### src/rtl/fp_addsub_prep_if.sv
// Operand/result bundle for the FP add/sub preparation stage.
// Handshake: a transfer happens on a rising clk edge when valid and ready are
// both high on that side; valid must not depend on ready, and the payload is
// held stable while valid is high and ready is low.
interface fp_addsub_prep_if;
    logic        in_valid;
    logic        in_ready;
    logic [31:0] A;
    logic [31:0] B;
    logic        mode_in;
    logic        out_valid;
    logic        out_ready;
    logic        mode;
    logic        comp;
    logic        magcheck;
    logic        zero;
    logic        A_sign;
    logic        B_sign;
    logic [7:0]  BigExp;
    logic [7:0]  SmallExp;
    logic [23:0] BigMan;
    logic [23:0] SmallMan;
    logic [1:0]  exc;

    // Upstream producer / downstream consumer side (the environment).
    modport master (
        output in_valid, A, B, mode_in, out_ready,
        input  in_ready, out_valid, mode, comp, magcheck, zero,
               A_sign, B_sign, BigExp, SmallExp, BigMan, SmallMan, exc
    );

    // The preparation block itself.
    modport slave (
        input  in_valid, A, B, mode_in, out_ready,
        output in_ready, out_valid, mode, comp, magcheck, zero,
               A_sign, B_sign, BigExp, SmallExp, BigMan, SmallMan, exc
    );
endinterface

### src/rtl/fp_addsub_prep.sv
// Two-stage front end for a single-precision adder: S1 captures the operands,
// S2 registers the magnitude compare, operand swap and exception class so the
// following shift/add stage always sees the larger magnitude as "Big".
module fp_addsub_prep (
    input  logic               clk,
    input  logic               rst,
    fp_addsub_prep_if.slave    bus
);

    // Stage 1 registers
    logic        r_s1_valid;
    logic [31:0] r_a;
    logic [31:0] r_b;
    logic        r_mode_s1;

    // Stage 2 registers (drive the outputs directly)
    logic        r_s2_valid;
    logic        r_mode;
    logic        r_comp;
    logic        r_magcheck;
    logic        r_zero;
    logic        r_a_sign;
    logic        r_b_sign;
    logic [7:0]  r_big_exp;
    logic [7:0]  r_small_exp;
    logic [23:0] r_big_man;
    logic [23:0] r_small_man;
    logic [1:0]  r_exc;

    // Combinational compare/swap results computed from S1
    logic        w_s2_load;
    logic        w_s1_load;
    logic [7:0]  w_exp_a;
    logic [7:0]  w_exp_b;
    logic [23:0] w_man_a;
    logic [23:0] w_man_b;
    logic        w_comp;
    logic        w_magcheck;
    logic        w_eff_sub;
    logic        w_zero;
    logic        w_a_big;
    logic        w_nan;
    logic        w_inf;
    logic [1:0]  w_exc;

    // Stage advance: S2 drains into the consumer, S1 drains into S2.
    assign w_s2_load   = ~r_s2_valid | bus.out_ready;
    assign w_s1_load   = ~r_s1_valid | w_s2_load;
    assign bus.in_ready = w_s1_load;

    // Field extraction, magnitude compare, swap selection and exception class.
    always_comb begin
        w_exp_a    = r_a[30:23];
        w_exp_b    = r_b[30:23];
        w_man_a    = {(w_exp_a != 8'h00), r_a[22:0]};
        w_man_b    = {(w_exp_b != 8'h00), r_b[22:0]};
        w_comp     = (w_exp_a > w_exp_b);
        w_magcheck = (w_exp_a == w_exp_b) & (w_man_a > w_man_b);
        // Magnitudes are subtracted when a subtract sees equal signs or an
        // add sees opposite signs (mode 1 = add).
        w_eff_sub  = r_a[31] ^ r_b[31] ^ ~r_mode_s1;
        w_zero     = (w_exp_a == w_exp_b) & (w_man_a == w_man_b) & w_eff_sub;
        w_a_big    = w_comp | w_magcheck;
        w_nan      = ((w_exp_a == 8'hFF) & (r_a[22:0] != 23'd0)) |
                     ((w_exp_b == 8'hFF) & (r_b[22:0] != 23'd0));
        w_inf      = ((w_exp_a == 8'hFF) & (r_a[22:0] == 23'd0)) |
                     ((w_exp_b == 8'hFF) & (r_b[22:0] == 23'd0));
        w_exc      = 2'b00;
        if (w_nan) begin
            w_exc = 2'b01;
        end else if (w_inf) begin
            w_exc = 2'b10;
        end
    end

    // S1: capture the operand pair whenever the stage is free to move.
    always_ff @(posedge clk or posedge rst) begin
        if (rst) begin
            r_s1_valid <= 1'b0;
            r_a        <= 32'd0;
            r_b        <= 32'd0;
            r_mode_s1  <= 1'b0;
        end else if (w_s1_load) begin
            r_s1_valid <= bus.in_valid;
            if (bus.in_valid) begin
                r_a       <= bus.A;
                r_b       <= bus.B;
                r_mode_s1 <= bus.mode_in;
            end
        end
    end

    // S2: register compare/swap results; payload only changes on a real pair.
    always_ff @(posedge clk or posedge rst) begin
        if (rst) begin
            r_s2_valid  <= 1'b0;
            r_mode      <= 1'b0;
            r_comp      <= 1'b0;
            r_magcheck  <= 1'b0;
            r_zero      <= 1'b0;
            r_a_sign    <= 1'b0;
            r_b_sign    <= 1'b0;
            r_big_exp   <= 8'd0;
            r_small_exp <= 8'd0;
            r_big_man   <= 24'd0;
            r_small_man <= 24'd0;
            r_exc       <= 2'b00;
        end else if (w_s2_load) begin
            r_s2_valid <= r_s1_valid;
            if (r_s1_valid) begin
                r_mode      <= r_mode_s1;
                r_comp      <= w_comp;
                r_magcheck  <= w_magcheck;
                r_zero      <= w_zero;
                r_a_sign    <= r_a[31];
                r_b_sign    <= r_b[31];
                r_big_exp   <= w_a_big ? w_exp_a : w_exp_b;
                r_small_exp <= w_a_big ? w_exp_b : w_exp_a;
                r_big_man   <= w_a_big ? w_man_a : w_man_b;
                r_small_man <= w_a_big ? w_man_b : w_man_a;
                r_exc       <= w_exc;
            end
        end
    end

    assign bus.out_valid = r_s2_valid;
    assign bus.mode      = r_mode;
    assign bus.comp      = r_comp;
    assign bus.magcheck  = r_magcheck;
    assign bus.zero      = r_zero;
    assign bus.A_sign    = r_a_sign;
    assign bus.B_sign    = r_b_sign;
    assign bus.BigExp    = r_big_exp;
    assign bus.SmallExp  = r_small_exp;
    assign bus.BigMan    = r_big_man;
    assign bus.SmallMan  = r_small_man;
    assign bus.exc       = r_exc;

endmodule

### src/flat_wrapper.sv
// flat-port wrapper written by rule: the top's interface ports become plain ports
module fp_addsub_prep_flat 
  (clk, rst, bus_in_valid, bus_A, bus_B, bus_mode_in, bus_out_ready, bus_in_ready, bus_out_valid, bus_mode, bus_comp, bus_magcheck, bus_zero, bus_A_sign, bus_B_sign, bus_BigExp, bus_SmallExp, bus_BigMan, bus_SmallMan, bus_exc);
  fp_addsub_prep_if bus_i ();
  input  logic clk;
  input  logic rst;
  input wire logic [$bits(bus_i.in_valid)-1:0] bus_in_valid;
  input wire logic [$bits(bus_i.A)-1:0] bus_A;
  input wire logic [$bits(bus_i.B)-1:0] bus_B;
  input wire logic [$bits(bus_i.mode_in)-1:0] bus_mode_in;
  input wire logic [$bits(bus_i.out_ready)-1:0] bus_out_ready;
  output wire logic [$bits(bus_i.in_ready)-1:0] bus_in_ready;
  output wire logic [$bits(bus_i.out_valid)-1:0] bus_out_valid;
  output wire logic [$bits(bus_i.mode)-1:0] bus_mode;
  output wire logic [$bits(bus_i.comp)-1:0] bus_comp;
  output wire logic [$bits(bus_i.magcheck)-1:0] bus_magcheck;
  output wire logic [$bits(bus_i.zero)-1:0] bus_zero;
  output wire logic [$bits(bus_i.A_sign)-1:0] bus_A_sign;
  output wire logic [$bits(bus_i.B_sign)-1:0] bus_B_sign;
  output wire logic [$bits(bus_i.BigExp)-1:0] bus_BigExp;
  output wire logic [$bits(bus_i.SmallExp)-1:0] bus_SmallExp;
  output wire logic [$bits(bus_i.BigMan)-1:0] bus_BigMan;
  output wire logic [$bits(bus_i.SmallMan)-1:0] bus_SmallMan;
  output wire logic [$bits(bus_i.exc)-1:0] bus_exc;
  assign bus_i.in_valid = bus_in_valid;
  assign bus_i.A = bus_A;
  assign bus_i.B = bus_B;
  assign bus_i.mode_in = bus_mode_in;
  assign bus_i.out_ready = bus_out_ready;
  assign bus_in_ready = bus_i.in_ready;
  assign bus_out_valid = bus_i.out_valid;
  assign bus_mode = bus_i.mode;
  assign bus_comp = bus_i.comp;
  assign bus_magcheck = bus_i.magcheck;
  assign bus_zero = bus_i.zero;
  assign bus_A_sign = bus_i.A_sign;
  assign bus_B_sign = bus_i.B_sign;
  assign bus_BigExp = bus_i.BigExp;
  assign bus_SmallExp = bus_i.SmallExp;
  assign bus_BigMan = bus_i.BigMan;
  assign bus_SmallMan = bus_i.SmallMan;
  assign bus_exc = bus_i.exc;
  fp_addsub_prep u_core (.clk(clk), .rst(rst), .bus(bus_i));
endmodule
### config.mk
export PLATFORM = sky130hd
export DESIGN_NAME = fp_addsub_prep_flat
export DESIGN_NICKNAME = d
export VERILOG_FILES = /design/src/rtl/fp_addsub_prep_if.sv /design/src/rtl/fp_addsub_prep.sv /design/src/flat_wrapper.sv
export SDC_FILE = /design/constraint.sdc
export NUM_CORES = 1
export LEC_CHECK = 0
export BUFFER_PORTS_ARGS = -buffer_cell sky130_fd_sc_hd__buf_2
export CAP_MARGIN = 25
export CORE_ASPECT_RATIO = 1.4
export CORE_MARGIN = 5
export CORE_UTILIZATION = 56
export DETAILED_ROUTE_END_ITERATION = 10
export PLACE_DENSITY = 0.9
export SLEW_MARGIN = 15
export SYNTH_ARGS = -nofsm -noshare
export SYNTH_HDL_FRONTEND = slang
export SYNTH_SLANG_ARGS = --single-unit
export TNS_END_PERCENT = 1
### constraint.sdc
create_clock -name clk -period 4.8 [get_ports clk]
set_input_delay 0 -clock clk [delete_from_list [all_inputs] [get_ports clk]]
set_output_delay 0 -clock clk [all_outputs]
set_load 0.02 [all_outputs]
==> reports/results.ini <==
[outcome]
status = finished clean

[global_route]
grt_pass1_wl_um = 34400
grt_pass1_vias = 6522
grtUsageTotal_pct = 28.8
antenna_found_initial = 0
grt_start_max_net_pins = 102
gr-total-overflow = 0

[synth]
syn_inst = 664
synth_area_per_cell_um2 = 10.8
syn_nets = 765
ys_seq_area_share_pct = 48.5
ys_seq_elements = 139
yosysUniqueCellTypes = 45
yosysWarnings = 0
synth_area_um2 = 7170

[die]
rows = 49
die_y_um = 144
ios = 143
core-area_um2 = 12700
die_area_um2 = 15200
initial_core_util_pct = 56.5
die_w_um = 106

[flow_run]
drv_cap = 0

[sta]
post-route-min-period_ns = 3.73
period_share_pct = 77.7
max_slew.worst_pin.slew_ns = 0.847
slew_viol_final = 0
slew_headroom_pct = 43.5
fmax_mhz = 268
setup_viol_count_final = 0
clock_skew_ns = 0.0118
tns_ns = 0
grt_setup_unrepaired = false
hold_viol_final = 0

[finish]
syn2layout_area_growth_pct = 28.4
layout.nets = 945
layout.cells.non_filler = 1011
fill_cells = 851
final_layout_size_suffix_gt1_share_pct = 30.7

[critical_path]
cp_cell_sequence = nor4_1 > nand2_1 > ha_1 > nand4_2 > nor4_2 > nand2_1 > and2_4 > a21o_2 > buf_12 > a311oi_1
arrival_ns = 4.03
crit_path_end_kind = flip-flop
worstPathRequired_ns = 5.10
worst_path_largest_cell_delay_ns = 0.52
path_max_fanout = 66
slowest_stage = a21o_2
worst-setup-path-type = reg -> reg
startpoint_type = flip-flop
cpMostUsedCell = nand2_1

[power_and_ir_drop]
p_clk_share_pct = 28.6
pwr-share-comb_pct = 34.7
power.net_switching_uw = 1890
p_seq_share_pct = 36.6
powerDensity_nw_per_um2 = 529
internal_power_uw = 2980
switching_share_pct = 38.8
peakVddDrop_mv = 0.292
p_leak_uw = 0.00393

[routing]
avgViaCountPerCell = 6.40
wl_met1_um = 7780
routedWlPerCell_um = 21.1
first_pass_iters = 5
antenna_left = 0
drc = 0
wl_met3_um = 1440
top_layer = met4
drt_wl_total_um = 21300
first_iter_violations = 706
wl_met2_um = 10900
vias = 6471

[place]
hpwlAfterDp_um = 13200
place.gp.congestion = 0.944
port_buffers = 142
place_inst = 908

[clock_tree]
root_buffer = clkbuf_16
ctsResizeCount = 0
clkSlewWorstSetupHoldPaths_ns = 0.06
clock_path_buffers = 2
postCtsSetupBuffers = 0
htreeDepth = 4
cts.sinks = 139
cts_tree = yes
cts_buffers = 17
clk_latency_ns = 0.43

[worst_hold_path]
worstHoldPathType = in -> async

==> synthesized netlist by cell type (all sizes together) <==
master | count | share of area [%]
nand2 | 27 | 1.4
o21a | 2 | 0.21
a2111oi | 62 | 8.3
a221o | 1 | 0.14
xnor2 | 1 | 0.12
xor2 | 1 | 0.12
clkbuf | 36 | 1.9
nand4 | 15 | 1.4
o21ai | 9 | 0.63
buf | 21 | 2.4
a221oi | 1 | 0.12
inv | 32 | 1.7
nor2b | 1 | 0.087
a211oi | 32 | 3.3
a31oi | 1 | 0.087
mux2 | 66 | 10
and4 | 1 | 0.12
nor3 | 3 | 0.21
o221ai | 1 | 0.12
a311oi | 31 | 3.8
nor4 | 13 | 1.2
a21boi | 1 | 0.10
nand3b | 1 | 0.10
nand4b | 1 | 0.12
mux2i | 1 | 0.14
or4 | 1 | 0.10
a22oi | 1 | 0.10
nor2 | 101 | 5.3
nand2b | 4 | 0.35
and2 | 3 | 0.30
ha | 32 | 5.6
nand3 | 5 | 0.35
dfrtp | 139 | 48
o31ai | 2 | 0.21
a21o | 1 | 0.10
a21oi | 14 | 0.98
==> metrics by stage <==
step | setup WS (ns) | area (µm²) | hold slack, ns | total power, µW | utilization, %
3_5_place_dp | 1.17 | 7870 | 0.225 | 3400 | 62.0
3_3_place_gp | 1.16 | 7850 | 0.212 | 3320 | 61.8
6_report | 1.07 | 9210 | 0.264 | 4870 | 72.6
4_1_cts | 1.09 | 9180 | 0.329 | 4850 | 72.3
2_1_floorplan | 1.08 | 7170 | 0.108 | 2830 | -
5_1_grt | 0.863 | 9210 | 0.326 | 5110 | 72.5
==> per-layer routing <==
metal | up-vias | GRT usage (%)
met4 | 0 | 16.1
met3 | 88 | 5.17
met1 | 3155 | 34.0
li1 | 2865 | -
met2 | 363 | 49.6
met5 | - | 0
==> worst paths after layout <==
check,start,to,slack [ns],cells after the start
setup / recovery,u_core.r_a[27],u_core.bus.SmallExp[5],1.07,10
hold / removal,rst,u_core.bus.out_valid,0.26,3
setup reg to reg,u_core.r_a[27],u_core.bus.SmallExp[5],1.07,10
hold reg to reg,u_core.bus.B_sign,u_core.bus.B_sign,0.49,2
max in group asynchronous,rst,u_core.r_b[7],3.41,4
min in group clk,bus_A[14],u_core.r_a[14],0.33,3
==> power by group through the flow <==
stage,sequential [µW],clock (µW),combinational (µW)
after global routing,1820,1470,1820
after detailed placement,1780,0,1610
after CTS,1770,1400,1670
after floorplan,2020,0,806
final,1790,1400,1690
after global placement,1780,0,1540
==> state kept, by name, indices dropped and copies added, names as in the netlist <==
| signal | flops |
|---|---|
| u_core.bus.out_valid | 1 |
| u_core.r_b | 32 |
| u_core.bus.comp | 1 |
| u_core.bus.mode | 1 |
| u_core.bus.zero | 1 |
| u_core.r_a | 32 |
| u_core.bus.SmallMan | 24 |
| u_core.bus.exc | 2 |
| u_core.bus.SmallExp | 8 |
| u_core.bus.BigMan | 24 |
| u_core.bus.B_sign | 1 |
| u_core.bus.BigExp | 8 |
| u_core.r_s1_valid | 1 |
| u_core.r_mode_s1 | 1 |
| u_core.bus.A_sign | 1 |
| u_core.bus.magcheck | 1 |
==> worst max-delay path: cells and delay by family, from the launching register on <==
kind / cells / cell delay (ns)
simple gates: 6 / 1.65
compound gates: 2 / 0.86
flops: 1 / 0.44
fa+ha+maj: 1 / 0.36
buf+inv: 1 / 0.28
==> what timing repair did <==
item | CTS | global route
endpoints found under the hold margin | 158 | 0
hold buffers | 69 | 0
setup endpoints to repair | 0 | 0
==> layout by cell type (no fill, tap or decap), types with 2 or more instances in the layout <==
master / n
a2111oi_0: 53
a2111oi_2: 8
a211oi_1: 32
a21oi_1: 13
a311oi_1: 31
and2_4: 2
buf_2: 142
buf_4: 5
bufinv_16: 4
clkbuf_1: 2
clkbuf_16: 17
clkinv_2: 2
clkinv_4: 3
dfrtp_1: 139
dlygate4sd3_1: 69
ha_1: 32
inv_1: 31
inv_6: 4
mux2_2: 66
nand2_1: 25
nand2b_1: 4
nand3_1: 4
nand4_1: 14
nor2_1: 101
nor3_1: 3
nor4_1: 12
o21a_1: 2
o21ai_0: 6
o21ai_1: 3
o31ai_1: 2
==> area by class of cell <==
type                       count  area (µm²)  area share [%]
antenna                        1        2.50          0.0272
clock buffer                  19         433            4.70
clock inverter                13         190            2.07
inverter                      32         125            1.36
multi-input combinational    436        3300            35.9
sequential                   139        3480            37.8
tap                          153         191            2.08
timing repair buffer         218        1490            16.1
==> kinds of logic after synthesis <==
logic type / synth area share [%]
flip-flops: 48.5
multiplexers: 10.5
adder cells (fa/ha/maj): 5.58
buffers and inverters: 5.91
XOR/XNOR: 0.244
AO/OA/AOI/OAI: 18.2
AND/OR/NAND/NOR: 11.1
(Power assumes the default switching activity.)
